<file path="config.mk">
export PLATFORM = sky130hd
export DESIGN_NAME = pipeline_hazard_ctrl
export DESIGN_NICKNAME = d
export VERILOG_FILES = /design/src/rtl/pipeline_pkg.sv /design/src/rtl/spec_ghr.sv /design/src/rtl/pipeline_hazard_ctrl.sv
export SDC_FILE = /design/constraint.sdc
export NUM_CORES = 1
export LEC_CHECK = 0
export CORE_AREA = 2 2 82 84
export DETAILED_ROUTE_END_ITERATION = 10
export DIE_AREA = 0 0 84 86
export GPL_TIMING_DRIVEN = 0
export PLACE_DENSITY = 0.73
export SYNTH_ARGS = -nofsm -noshare
export SYNTH_HDL_FRONTEND = slang
export SYNTH_SLANG_ARGS = --single-unit
</file>
<file path="constraint.sdc">
create_clock -name clk -period 4.35 [get_ports clk]
set_input_delay 0.6525 -clock clk [delete_from_list [all_inputs] [get_ports clk]]
set_output_delay 0.6525 -clock clk [all_outputs]
set_load 0.03 [all_outputs]
</file>
<file path="src/rtl/pipeline_pkg.sv">
// Shared pipeline definitions: controller FSM states and datapath widths
// common to the hazard controller, IF/ID register and branch predictor.
package pipeline_pkg;

  localparam int PC_W  = 5;
  localparam int GHR_W = 5;

  typedef enum logic [1:0] {
    RUN        = 2'd0,
    FETCH_WAIT = 2'd1,
    RECOVER    = 2'd2
  } state_e;

endpackage

</file>
<file path="src/rtl/spec_ghr.sv">
// Speculative global history register. A restore from the EX checkpoint
// always beats a speculative shift in the same cycle.
module spec_ghr #(
  parameter int GHR_W = 5
) (
  input  logic             clk,
  input  logic             reset,
  input  logic             shift_en,
  input  logic             shift_bit,
  input  logic             restore_en,
  input  logic [GHR_W-1:0] restore_val,
  output logic [GHR_W-1:0] ghr
);

  logic [GHR_W-1:0] ghr_d, ghr_q;

  // next history: restore > shift > hold
  always_comb begin
    ghr_d = ghr_q;
    if (restore_en)    ghr_d = restore_val;
    else if (shift_en) ghr_d = {ghr_q[GHR_W-2:0], shift_bit};
  end

  // history register, cleared by reset
  always_ff @(posedge clk or negedge reset) begin
    if (!reset) ghr_q <= '0;
    else        ghr_q <= ghr_d;
  end

  assign ghr = ghr_q;

endmodule

</file>
<file path="src/rtl/pipeline_hazard_ctrl.sv">
// Central stall/flush sequencer. Mispredict beats load-use beats fetch wait.
// Stall/flush/redirect outputs are combinational from state and inputs and
// are forced low while reset is held.
module pipeline_hazard_ctrl
  import pipeline_pkg::*;
#(
  parameter int PC_W          = pipeline_pkg::PC_W,
  parameter int GHR_W         = pipeline_pkg::GHR_W,
  parameter int FETCH_TIMEOUT = 15,
  parameter int CNT_W         = 16
) (
  input  logic             clk,
  input  logic             reset,
  input  logic             imem_ready,
  input  logic             is_branch_F,
  input  logic             prediction_F,
  input  logic [4:0]       rs1_D,
  input  logic [4:0]       rs2_D,
  input  logic             uses_rs1_D,
  input  logic             uses_rs2_D,
  input  logic             mem_read_E,
  input  logic [4:0]       rd_E,
  input  logic             branch_E,
  input  logic             taken_E,
  input  logic             prediction_E,
  input  logic [PC_W-1:0]  pc_E,
  input  logic [PC_W-1:0]  target_E,
  input  logic [GHR_W-1:0] ghr_E,
  output logic             stall_F,
  output logic             stall_D,
  output logic             flush_D,
  output logic             flush_E,
  output logic             redirect_valid,
  output logic [PC_W-1:0]  redirect_pc,
  output logic [GHR_W-1:0] ghr_F,
  output logic             fetch_error,
  output logic [CNT_W-1:0] stall_cycles,
  output logic [CNT_W-1:0] mispredicts
);

  localparam int               WAIT_W   = $clog2(FETCH_TIMEOUT + 1);
  localparam logic [WAIT_W-1:0] WAIT_MAX = WAIT_W'(FETCH_TIMEOUT);
  localparam logic [CNT_W-1:0]  CNT_MAX  = '1;

  state_e            state_d, state_q;
  logic [WAIT_W-1:0] wait_cnt_d, wait_cnt_q;
  logic              fetch_error_d, fetch_error_q;
  logic [CNT_W-1:0]  stall_cycles_d, stall_cycles_q;
  logic [CNT_W-1:0]  mispredicts_d, mispredicts_q;

  logic mispredict, load_use, fetch_wait, ghr_shift;
  logic rs1_hit, rs2_hit;

  // hazard detection; EX holds a bubble during RECOVER so branch_E is ignored
  always_comb begin
    rs1_hit    = uses_rs1_D & (rs1_D == rd_E);
    rs2_hit    = uses_rs2_D & (rs2_D == rd_E);
    mispredict = reset & branch_E & (taken_E ^ prediction_E) & (state_q != RECOVER);
    load_use   = reset & mem_read_E & (|rd_E) & (rs1_hit | rs2_hit);
    fetch_wait = reset & ~imem_ready & ~mispredict & ~load_use;
  end

  // FSM next state and prioritised control outputs
  always_comb begin
    state_d        = state_q;
    stall_F        = 1'b0;
    stall_D        = 1'b0;
    flush_D        = 1'b0;
    flush_E        = 1'b0;
    redirect_valid = 1'b0;
    redirect_pc    = '0;

    if (mispredict) begin
      redirect_valid = 1'b1;
      redirect_pc    = taken_E ? target_E : pc_E + PC_W'(1);
      flush_D        = 1'b1;
      flush_E        = 1'b1;
    end else if (load_use) begin
      stall_F = 1'b1;
      stall_D = 1'b1;
      flush_E = 1'b1;
    end else if (fetch_wait) begin
      // hold PC and feed decode a bubble instead of holding IF/ID
      stall_F = 1'b1;
      flush_D = 1'b1;
    end

    // the ID slot still holds the killed path for one cycle after redirect
    if (reset && state_q == RECOVER) flush_E = 1'b1;

    case (state_q)
      RUN, FETCH_WAIT: begin
        if (mispredict)       state_d = RECOVER;
        else if (!imem_ready) state_d = FETCH_WAIT;
        else                  state_d = RUN;
      end
      RECOVER: state_d = imem_ready ? RUN : FETCH_WAIT;
      default: state_d = RUN;
    endcase
  end

  // fetch wait counter, sticky timeout flag and saturating perf counters
  always_comb begin
    wait_cnt_d     = wait_cnt_q;
    fetch_error_d  = fetch_error_q;
    stall_cycles_d = stall_cycles_q;
    mispredicts_d  = mispredicts_q;

    if (mispredict || imem_ready)
      wait_cnt_d = '0;
    else if (fetch_wait && wait_cnt_q != WAIT_MAX)
      wait_cnt_d = wait_cnt_q + WAIT_W'(1);

    if (wait_cnt_d == WAIT_MAX) fetch_error_d = 1'b1;

    if (stall_F && stall_cycles_q != CNT_MAX)
      stall_cycles_d = stall_cycles_q + CNT_W'(1);
    if (mispredict && mispredicts_q != CNT_MAX)
      mispredicts_d = mispredicts_q + CNT_W'(1);
  end

  // state registers
  always_ff @(posedge clk or negedge reset) begin
    if (!reset) begin
      state_q        <= RUN;
      wait_cnt_q     <= '0;
      fetch_error_q  <= 1'b0;
      stall_cycles_q <= '0;
      mispredicts_q  <= '0;
    end else begin
      state_q        <= state_d;
      wait_cnt_q     <= wait_cnt_d;
      fetch_error_q  <= fetch_error_d;
      stall_cycles_q <= stall_cycles_d;
      mispredicts_q  <= mispredicts_d;
    end
  end

  // speculative shift only for a branch that actually enters IF/ID
  assign ghr_shift = is_branch_F & imem_ready & ~stall_F & ~mispredict;

  spec_ghr #(.GHR_W(GHR_W)) u_spec_ghr (
    .clk         (clk),
    .reset       (reset),
    .shift_en    (ghr_shift),
    .shift_bit   (prediction_F),
    .restore_en  (mispredict),
    .restore_val ({ghr_E[GHR_W-2:0], taken_E}),
    .ghr         (ghr_F)
  );

  assign fetch_error  = fetch_error_q;
  assign stall_cycles = stall_cycles_q;
  assign mispredicts  = mispredicts_q;

endmodule

</file>
-- Word-level counts from Yosys, hierarchy flattened
Cells that the tools add are included.
- reduce and logical (&&, ||, !) cells: 9
- bitwise operators: 20
- eq/ne operators: 9
- mux-type cells: 19
- add/subtract/negate cells: 4
- operators by type and width (cell ; count):
    adder 16 x 1 -> 16 bit, second input constant ; 2
    != test 16 bit, second input constant ; 2
    two-way mux 5 bit ; 4
    bitwise AND 1 bit ; 14
    two-way mux 1 bit ; 11
    == test 5 bit ; 2
    two-way mux 4 bit ; 2
    adder 5 x 1 -> 5 bit, second input constant ; 1
    OR reduction 5 bit ; 1
    adder 4 x 1 -> 4 bit, second input constant ; 1
    == test 4 bit, second input constant ; 1
    logical AND 1 bit ; 4
    != test 4 bit, second input constant ; 1
    NOT 1 bit ; 4
    one-hot mux 2 bit (2 select lines) ; 1
    == test 2 x 1 -> 1 bit, second input constant ; 1
    == test 2 bit, second input constant ; 1
    zero test 2 bit ; 1
    two-way mux 2 bit ; 1
    != test 2 bit, second input constant ; 1
    nonzero test 2 bit ; 1
    OR reduction 2 bit ; 1
    logical OR 1 bit ; 1
    bitwise OR 1 bit ; 1
    XOR 1 bit ; 1
- bits in registers: 44
- input port bits: 41
- word-level logic and storage cells: 67
- output and inout bits: 48

-- Longest topological paths before layout
Gate-level depths: netlist of the first run.
- depth after elaboration: 14
- mapped depth: 8
- depth with buffers taken out: 7

-- Hierarchy
A second synthesis of the first run with hierarchy kept.
- cells, all modules: 249
- area, all modules: 2506.2 um2
- modules (own cells, without submodules) (module ; times used ; sequential area each (um2) ; cells an instance ; area an instance (um2)):
    pipeline_hazard_ctrl ; 1 ; 975.9 ; 227 ; 2270.9
    spec_ghr ; 1 ; 125.1 ; 22 ; 235.2

-- Least setup slack after synthesis of the first run
Ideal clock, no wire load.
- kind: input port to output port
- start point: input port rd_E[1]
- end point: output port flush_D
- path buffers: 0
- data required time: 3.697 ns
- stages: 5
- arrival: 2.299 ns
- setup slack: 1.398 ns
- path through: or4_4 o21a_4 nand2_1 nand2_1 o21ai_0
- cells in the longest elaborated chain, start to end: 9
- elaborated cells on any way between the ends: 13
- those cells by class: eq/ne: 2; mux: 3; bitwise: 7; reduce/logical: 1
- ends and longest elaborated chain (element ; line ; source):
    start: declaration ; pipeline_hazard_ctrl.sv:22 ; input logic [4:0] rd_E,
    == test 5 bit, on equally long branches ; pipeline_hazard_ctrl.sv:56, pipeline_hazard_ctrl.sv:57 ;
    bitwise AND 1 bit, on equally long branches ; pipeline_hazard_ctrl.sv:56, pipeline_hazard_ctrl.sv:57 ;
    bitwise OR 1 bit ; pipeline_hazard_ctrl.sv:59 ; load_use = reset & mem_read_E & (|rd_E) & (rs1_hit | rs2_hit);
    bitwise AND 1 bit * ; pipeline_hazard_ctrl.sv:59 ;
    NOT 1 bit ; pipeline_hazard_ctrl.sv:60 ; fetch_wait = reset & ~imem_ready & ~mispredict & ~load_use;
    bitwise AND 1 bit ; pipeline_hazard_ctrl.sv:60 ;
    two-way mux 1 bit ; pipeline_hazard_ctrl.sv:82 ; end else if (fetch_wait) begin
    two-way mux 1 bit * ; pipeline_hazard_ctrl.sv:78 ; end else if (load_use) begin
    two-way mux 1 bit * ; pipeline_hazard_ctrl.sv:73 ; if (mispredict) begin
    end: declaration ; pipeline_hazard_ctrl.sv:31 ; output logic flush_D,
Every way passes the cells marked *; elsewhere a longest branch is shown, timed or not.

-- Worst setup path after layout of the first run
- start point: input port reset
- end point: output port flush_D
- cells in the longest elaborated chain, start to end: 9
- elaborated cells on any way between the ends: 14
- those cells by class: mux: 3; bitwise: 11
- ends and longest elaborated chain (element ; line ; source):
    start: declaration ; pipeline_hazard_ctrl.sv:13 ; input logic reset,
    bitwise AND 1 bit (3 in series) ; pipeline_hazard_ctrl.sv:58 ; mispredict = reset & branch_E & (taken_E ^ prediction_E) & (state_q != RECOVER);
    NOT 1 bit ; pipeline_hazard_ctrl.sv:60 ;
    bitwise AND 1 bit (2 in series) ; pipeline_hazard_ctrl.sv:60 ;
    two-way mux 1 bit ; pipeline_hazard_ctrl.sv:82 ;
    two-way mux 1 bit ; pipeline_hazard_ctrl.sv:78 ;
    two-way mux 1 bit * ; pipeline_hazard_ctrl.sv:73 ;
Marked as above.

==> flow_metrics.env, run 1 <==
export IMPL_yosys_top_cells_area="dfrtp_1, xnor2_1, xor2_1"
export IMPL_die_h_um=86
export IMPL_vias_per_cell=5.15
export IMPL_rsz0062_at_grt="no"
export IMPL_crit_fanout=41
export IMPL_clock_path_buffers=2
export IMPL_maxCapViolations=0
export IMPL_drt_iter0_drc=144
export IMPL_async_flop_share_pct=100
export IMPL_insertion_delay_ns=0.30
export IMPL_end_kind="primary output"
export IMPL_path_clk_slew_ns=0.08
export IMPL_synth_distinct_cells=44
export IMPL_final_layout_size_suffix_gt1_share_pct=7.56
export IMPL_critPathKind="in2out"
export IMPL_gr_total_overflow=0
export IMPL_n_antenna_cell=0
export IMPL_ys_ff_latch=44
export IMPL_antenna_found_initial=0
export IMPL_setup_viol=0
export IMPL_cts_tree="built"
export IMPL_cp_data_required_time_ns=3.70
export IMPL_grt_use_met2_pct=27.5
export IMPL_yosysWarnings=0
export IMPL_cts_hold_buf=0
export IMPL_io_pins=89
export IMPL_grtUsageMet3_pct=3.95
export IMPL_grt_usage_pct=16.8
export IMPL_dpl_cell_area_um2=3450
export IMPL_nFillCells=584
export IMPL_grt_pass1_wl_mm=10.0
export IMPL_status="finished clean"
export IMPL_firstDrtPassIters=4
export IMPL_synth_area_mux_share_pct=4.08
export IMPL_syn2layout_area_growth_pct=44.4
export IMPL_synthAdderAreaFrac_pct=2.02
export IMPL_core_um2=6280
export IMPL_total_leakage_power_uw=0.00148
export IMPL_drv_slew=0
export IMPL_syn_nets=295
export IMPL_syn_inst=250
export IMPL_startpoint_type="primary input"
export IMPL_die_w_um=84
export IMPL_synth_xor_area_share_pct=15.2
export IMPL_avgSynthCellArea_um2=9.93
export IMPL_synth_largest_area_cell="dfrtp_1"
export IMPL_cts_made_buffers=5
export IMPL_synth_main_ff_cell="dfrtp_1"
export IMPL_root_buffer="clkbuf_8"
export IMPL_grt_use_met1_pct=23.0
export IMPL_hold_path_class="in2async"
export IMPL_worst_slew_pin_slew_ns=0.565
export IMPL_seq_area_frac_synth_pct=44.4
export IMPL_synth_edf_count=0
export IMPL_fmax_mhz=263
export IMPL_initial_core_util_pct=39.5
export IMPL_ir_drop_mv=0.374
export IMPL_layout_nets=389
export IMPL_rows=29
export IMPL_cp_arrival_ns=3.16
export IMPL_totalWireLength_mm=5.94
export IMPL_post_cts_resize_count=0
export IMPL_grt_pass1_vias=2158
export IMPL_busiest_layer="met2"
export IMPL_synth_top_cell_area_share_pct=44.4
export IMPL_finalHoldViolations=0
export IMPL_grt_max_degree=42
export IMPL_power_density_nw_per_um2=382
export IMPL_synth_simple_area_share_pct=21.0
export IMPL_min_period_over_period_pct=87.5
export IMPL_fin_crit_ns=3.81
export IMPL_ant_nets=0
export IMPL_cts_setup_buffers=0
export IMPL_gp_congestion=0.848
export IMPL_synth_most_common_cell="dfrtp_1"
export IMPL_drc=0
export IMPL_synth_top_family_by_area="simple AND/OR/NAND/NOR gates"
export IMPL_slew_headroom_pct=62.0
export IMPL_synth_compound_area_share_pct=11.5
export IMPL_cts_sinks=44
export IMPL_dieArea_um2=7220
export IMPL_num_vias=2170
export IMPL_avgRoutedWirePerCell_um=14.1
export IMPL_setup_tns_ns=0
export IMPL_netlist_top_cells_count="dfrtp_1, xnor2_1, nand2_1, nor2_1, nand4_1"
export IMPL_dp_hpwl_mm=4.43
export IMPL_skew_ns=0.0111
export IMPL_portBuffers=86
export IMPL_syn_cell_area_um2=2480
export IMPL_htreeDepth=2
export IMPL_fin_area_um2=3580
## critical path, stage by stage
cell             delay, ns
buf_2                 0.17
buf_12                0.25
buf_4                 0.21
nand2_1               0.08
or3_4                 0.39
clkbuf_1              0.24
clkbuf_1              0.28
o21ai_0               0.15
clkdlybuf4s50_1       0.71
## cell type report
type | instances | area, µm² | share of cell area, %
buffer | 5 | 22.5 | 0.628
timing repair buffer | 87 | 876 | 24.4
sequential | 44 | 1100 | 30.7
clock buffer | 5 | 68.8 | 1.92
multi-input combinational | 195 | 1340 | 37.3
tap | 77 | 96.3 | 2.69
clock inverter | 2 | 60.1 | 1.68
inverter | 6 | 22.5 | 0.628
## per-layer routing
metal | wire length (µm) | vias up
met3 | 319 | 6
li1 | - | 1066
met1 | 2800 | 1032
met2 | 2770 | 66
met4 | 52 | 0
met5 | 0 | -
## state kept, by name, indices dropped and copies added, names as in the netlist
register	count
mispredicts	16
stall_cycles	16
u_spec_ghr.ghr	5
wait_cnt_q	4
state_q	2
fetch_error	1
## layout by cell type, fill, tap and decap left out, drive strengths merged, types with 4 or more instances in the layout
master,netlist,final
clkdlybuf4s50,0,85
dfrtp,44,44
xnor2,30,30
nor2,24,24
nand2,23,23
nand4,14,14
nand3,13,13
xor2,13,13
a21oi,13,13
mux2i,9,9
nor3,9,9
o21ai,9,9
clkbuf,4,9
inv,6,6
and3,5,5
ha,4,4
o211ai,4,4
## where the power goes
part	total [µW]	internal, µW	switching [µW]	leakage [µW]
clock	363	226	137	0.0000642
combinational	456	210	246	0.000837
sequential	549	469	79.6	0.000577
## stage by stage
stage          hold WS [ns]  setup WS [ns]  std cells  power, µW  util (%)
2_1_floorplan         0.357           1.40        250        798         -
3_5_place_dp          0.444          0.503        414       1010      55.0
6_report              0.172          0.542        421       1370      57.1
5_1_grt               0.157          0.333        421       1440      57.1
3_3_place_gp          0.436          -1.22        413       1000      54.8
4_1_cts               0.166          0.498        421       1380      57.1
## cell families after synthesis
logic type | Yosys count
adders and majority gates | 4
AOI/OAI and AO/OA | 36
xor gates and xnor gates | 43
buffers and inverters | 11
DFF | 44
and+or+nand+nor | 102
muxes | 10
## final timing paths
check                           startpoint              end  slack, ns  cells after the start
setup reg to reg           stall_cycles[0]  stall_cycles[8]       2.32                      7
hold reg to reg                 state_q[0]       state_q[0]       0.45                      1
setup / recovery                     reset          flush_D       0.54                      9
hold / removal                       reset   mispredicts[0]       0.17                      1
max in group asynchronous            reset  stall_cycles[4]       3.74                      2
min in group clk                state_q[0]       state_q[0]       0.45                      1
No activity file was read; power rests on OpenSTA's default activity.
==> run 2, diff against run 1 <==
- CORE_AREA: 2 2 82 84 -> 2 2 75 77
- CTS_BUF_LIST: default -> sky130_fd_sc_hd__clkbuf_8
- DIE_AREA: 0 0 84 86 -> 0 0 77 79
- MAX_ROUTING_LAYER: default -> met4
- PLACE_DENSITY: 0.73 -> 0.85
==> run 2 against run 1 <==
- final cell count decreased by 0.95%
- clock skew decreased by 0.0066 ns
- non-clock buffer count unchanged
- sequential share of layout area increased by 0.24 points
- clock power decreased by 15%
- clock-buffer cell count unchanged
- power decreased by 4.1%
- utilization increased by 9.5 points
- worst hold slack improved by 0.012 ns
- design area decreased by 0.77%
- critical endpoint unchanged
- largest power group unchanged
- highest routed layer unchanged
==> flow_metrics.env, run 2 (synthesis results as in run 1) <==
export IMPL_portBuffers=86
export IMPL_total_power_uw=1310
export IMPL_grt_usage_pct=21.3
export IMPL_final_layout_size_suffix_gt1_share_pct=7.54
export IMPL_gr_total_overflow=0
export IMPL_finalHoldViolations=0
export IMPL_avgRoutedWirePerCell_um=14.4
export IMPL_cp_data_required_time_ns=3.70
export IMPL_core_um2=5340
export IMPL_syn2layout_area_growth_pct=43.2
export IMPL_dieArea_um2=6080
export IMPL_slew_headroom_pct=62.8
export IMPL_fmax_mhz=257
export IMPL_grt_pass1_wl_mm=10.2
export IMPL_rows=27
export IMPL_hold_path_class="in2async"
export IMPL_min_period_over_period_pct=89.3
export IMPL_final_seq_area_um2=1100
export IMPL_fin_area_um2=3560
export IMPL_initial_core_util_pct=46.5
export IMPL_grt_max_degree=40
export IMPL_firstDrtPassIters=4
export IMPL_antenna_found_initial=0
export IMPL_io_pins=89
export IMPL_dp_hpwl_mm=4.53
export IMPL_maxCapViolations=0
export IMPL_clock_path_buffers=2
export IMPL_drc=0
export IMPL_die_h_um=79
export IMPL_status="finished clean"
export IMPL_nFillCells=437
export IMPL_insertion_delay_ns=0.30
export IMPL_die_w_um=77
export IMPL_n_antenna_cell=0
export IMPL_cts_hold_buf=0
export IMPL_ir_drop_mv=0.329
export IMPL_multi_input_area_um2=1340
export IMPL_grt_pass1_vias=2145
export IMPL_cts_setup_buffers=0
export IMPL_power_density_nw_per_um2=369
export IMPL_cts_made_buffers=5
export IMPL_root_buffer="clkbuf_8"
export IMPL_drt_iter0_drc=143
export IMPL_setup_viol=0
export IMPL_fin_crit_ns=3.88
export IMPL_dpl_cell_area_um2=3450
export IMPL_post_cts_resize_count=0
export IMPL_mostFrequentLayoutCells="clkdlybuf4s50_1, dfrtp_1, xnor2_1, nand2_1, nor2_1"
export IMPL_worst_slew_pin_slew_ns=0.553
export IMPL_layout_commonest_cell="clkdlybuf4s50_1"
export IMPL_layout_nets=389
export IMPL_gp_congestion=0.845
export IMPL_path_clk_slew_ns=0.08
export IMPL_drv_slew=0
export IMPL_skew_ns=0.00455
export IMPL_cts_sinks=44
export IMPL_totalWireLength_mm=5.99
export IMPL_cp_arrival_ns=3.23
export IMPL_vias_per_cell=5.24
export IMPL_cts_tree="built"
export IMPL_end_kind="primary output"
export IMPL_ant_nets=0
export IMPL_num_vias=2185
export IMPL_crit_fanout=39
export IMPL_critPathKind="in2out"
export IMPL_startpoint_type="primary input"
export IMPL_rsz0062_at_grt="no"
export IMPL_total_leakage_power_uw=0.00147
export IMPL_setup_tns_ns=0
export IMPL_htreeDepth=2
==> run 2: changes by cell type in the layout (fill, tap and decap cells not counted), sizes merged <==
cell and change:
clkinv +1, inv +1, bufinv -1
==> run 2: path summary, 6_finish.rpt <==
| kind | slack [ns] | cells past startpoint | start | to |
|---|---|---|---|---|
| max | 0.47 | 9 | reset | flush_D |
| min | 0.18 | 1 | reset | mispredicts[12] |
| max reg2reg | 2.35 | 7 | stall_cycles[0] | stall_cycles[8] |
| min reg2reg | 0.45 | 1 | state_q[0] | state_q[0] |
| max in group asynchronous | 3.73 | 2 | reset | wait_cnt_q[1] |
| min in group clk | 0.45 | 1 | state_q[0] | state_q[0] |
==> run 2: layout make-up <==
type	count	area share [%]
inverters	6	0.633
clock buffers	5	1.94
plain buffers	5	0.633
flip-flops and latches	44	31.0
multi-input cells	195	37.6
clock inverters	3	1.09
repair buffers	87	24.6
well taps	72	2.53
==> run 2: where the power goes <==
part | switching, µW | total (µW) | internal, µW
logic | 246 | 456 | 210
registers | 79.7 | 549 | 469
clock network | 139 | 307 | 168
total | 465 | 1310 | 847
==> run 2: layer usage <==
metal,global-route usage (%),vias to the layer above,part of all wire [%]
met5,-,-,0
met3,4.77,9,6.3
met1,26.3,1030,44
met2,36.0,75,48
li1,-,1071,-
met4,5.00,0,1.2
==> run 2: worst max-delay path: stages <==
cell,delay [ns]
buf_2,0.19
buf_12,0.25
buf_4,0.21
nand2_1,0.10
or3_4,0.41
clkbuf_1,0.23
clkbuf_1,0.27
o21ai_0,0.17
clkdlybuf4s50_1,0.72
==> run 2: stage by stage <==
step / hold slack [ns] / std cells / setup slack [ns] / utilization, %
final: 0.183 / 417 / 0.466 / 66.6
after global placement: 0.436 / 408 / -1.11 / 64.3
after CTS: 0.180 / 417 / 0.433 / 66.6
after global routing: 0.173 / 417 / 0.268 / 66.6
after floorplan: 0.357 / 250 / 1.40 / -
after detailed placement: 0.448 / 409 / 0.465 / 64.6
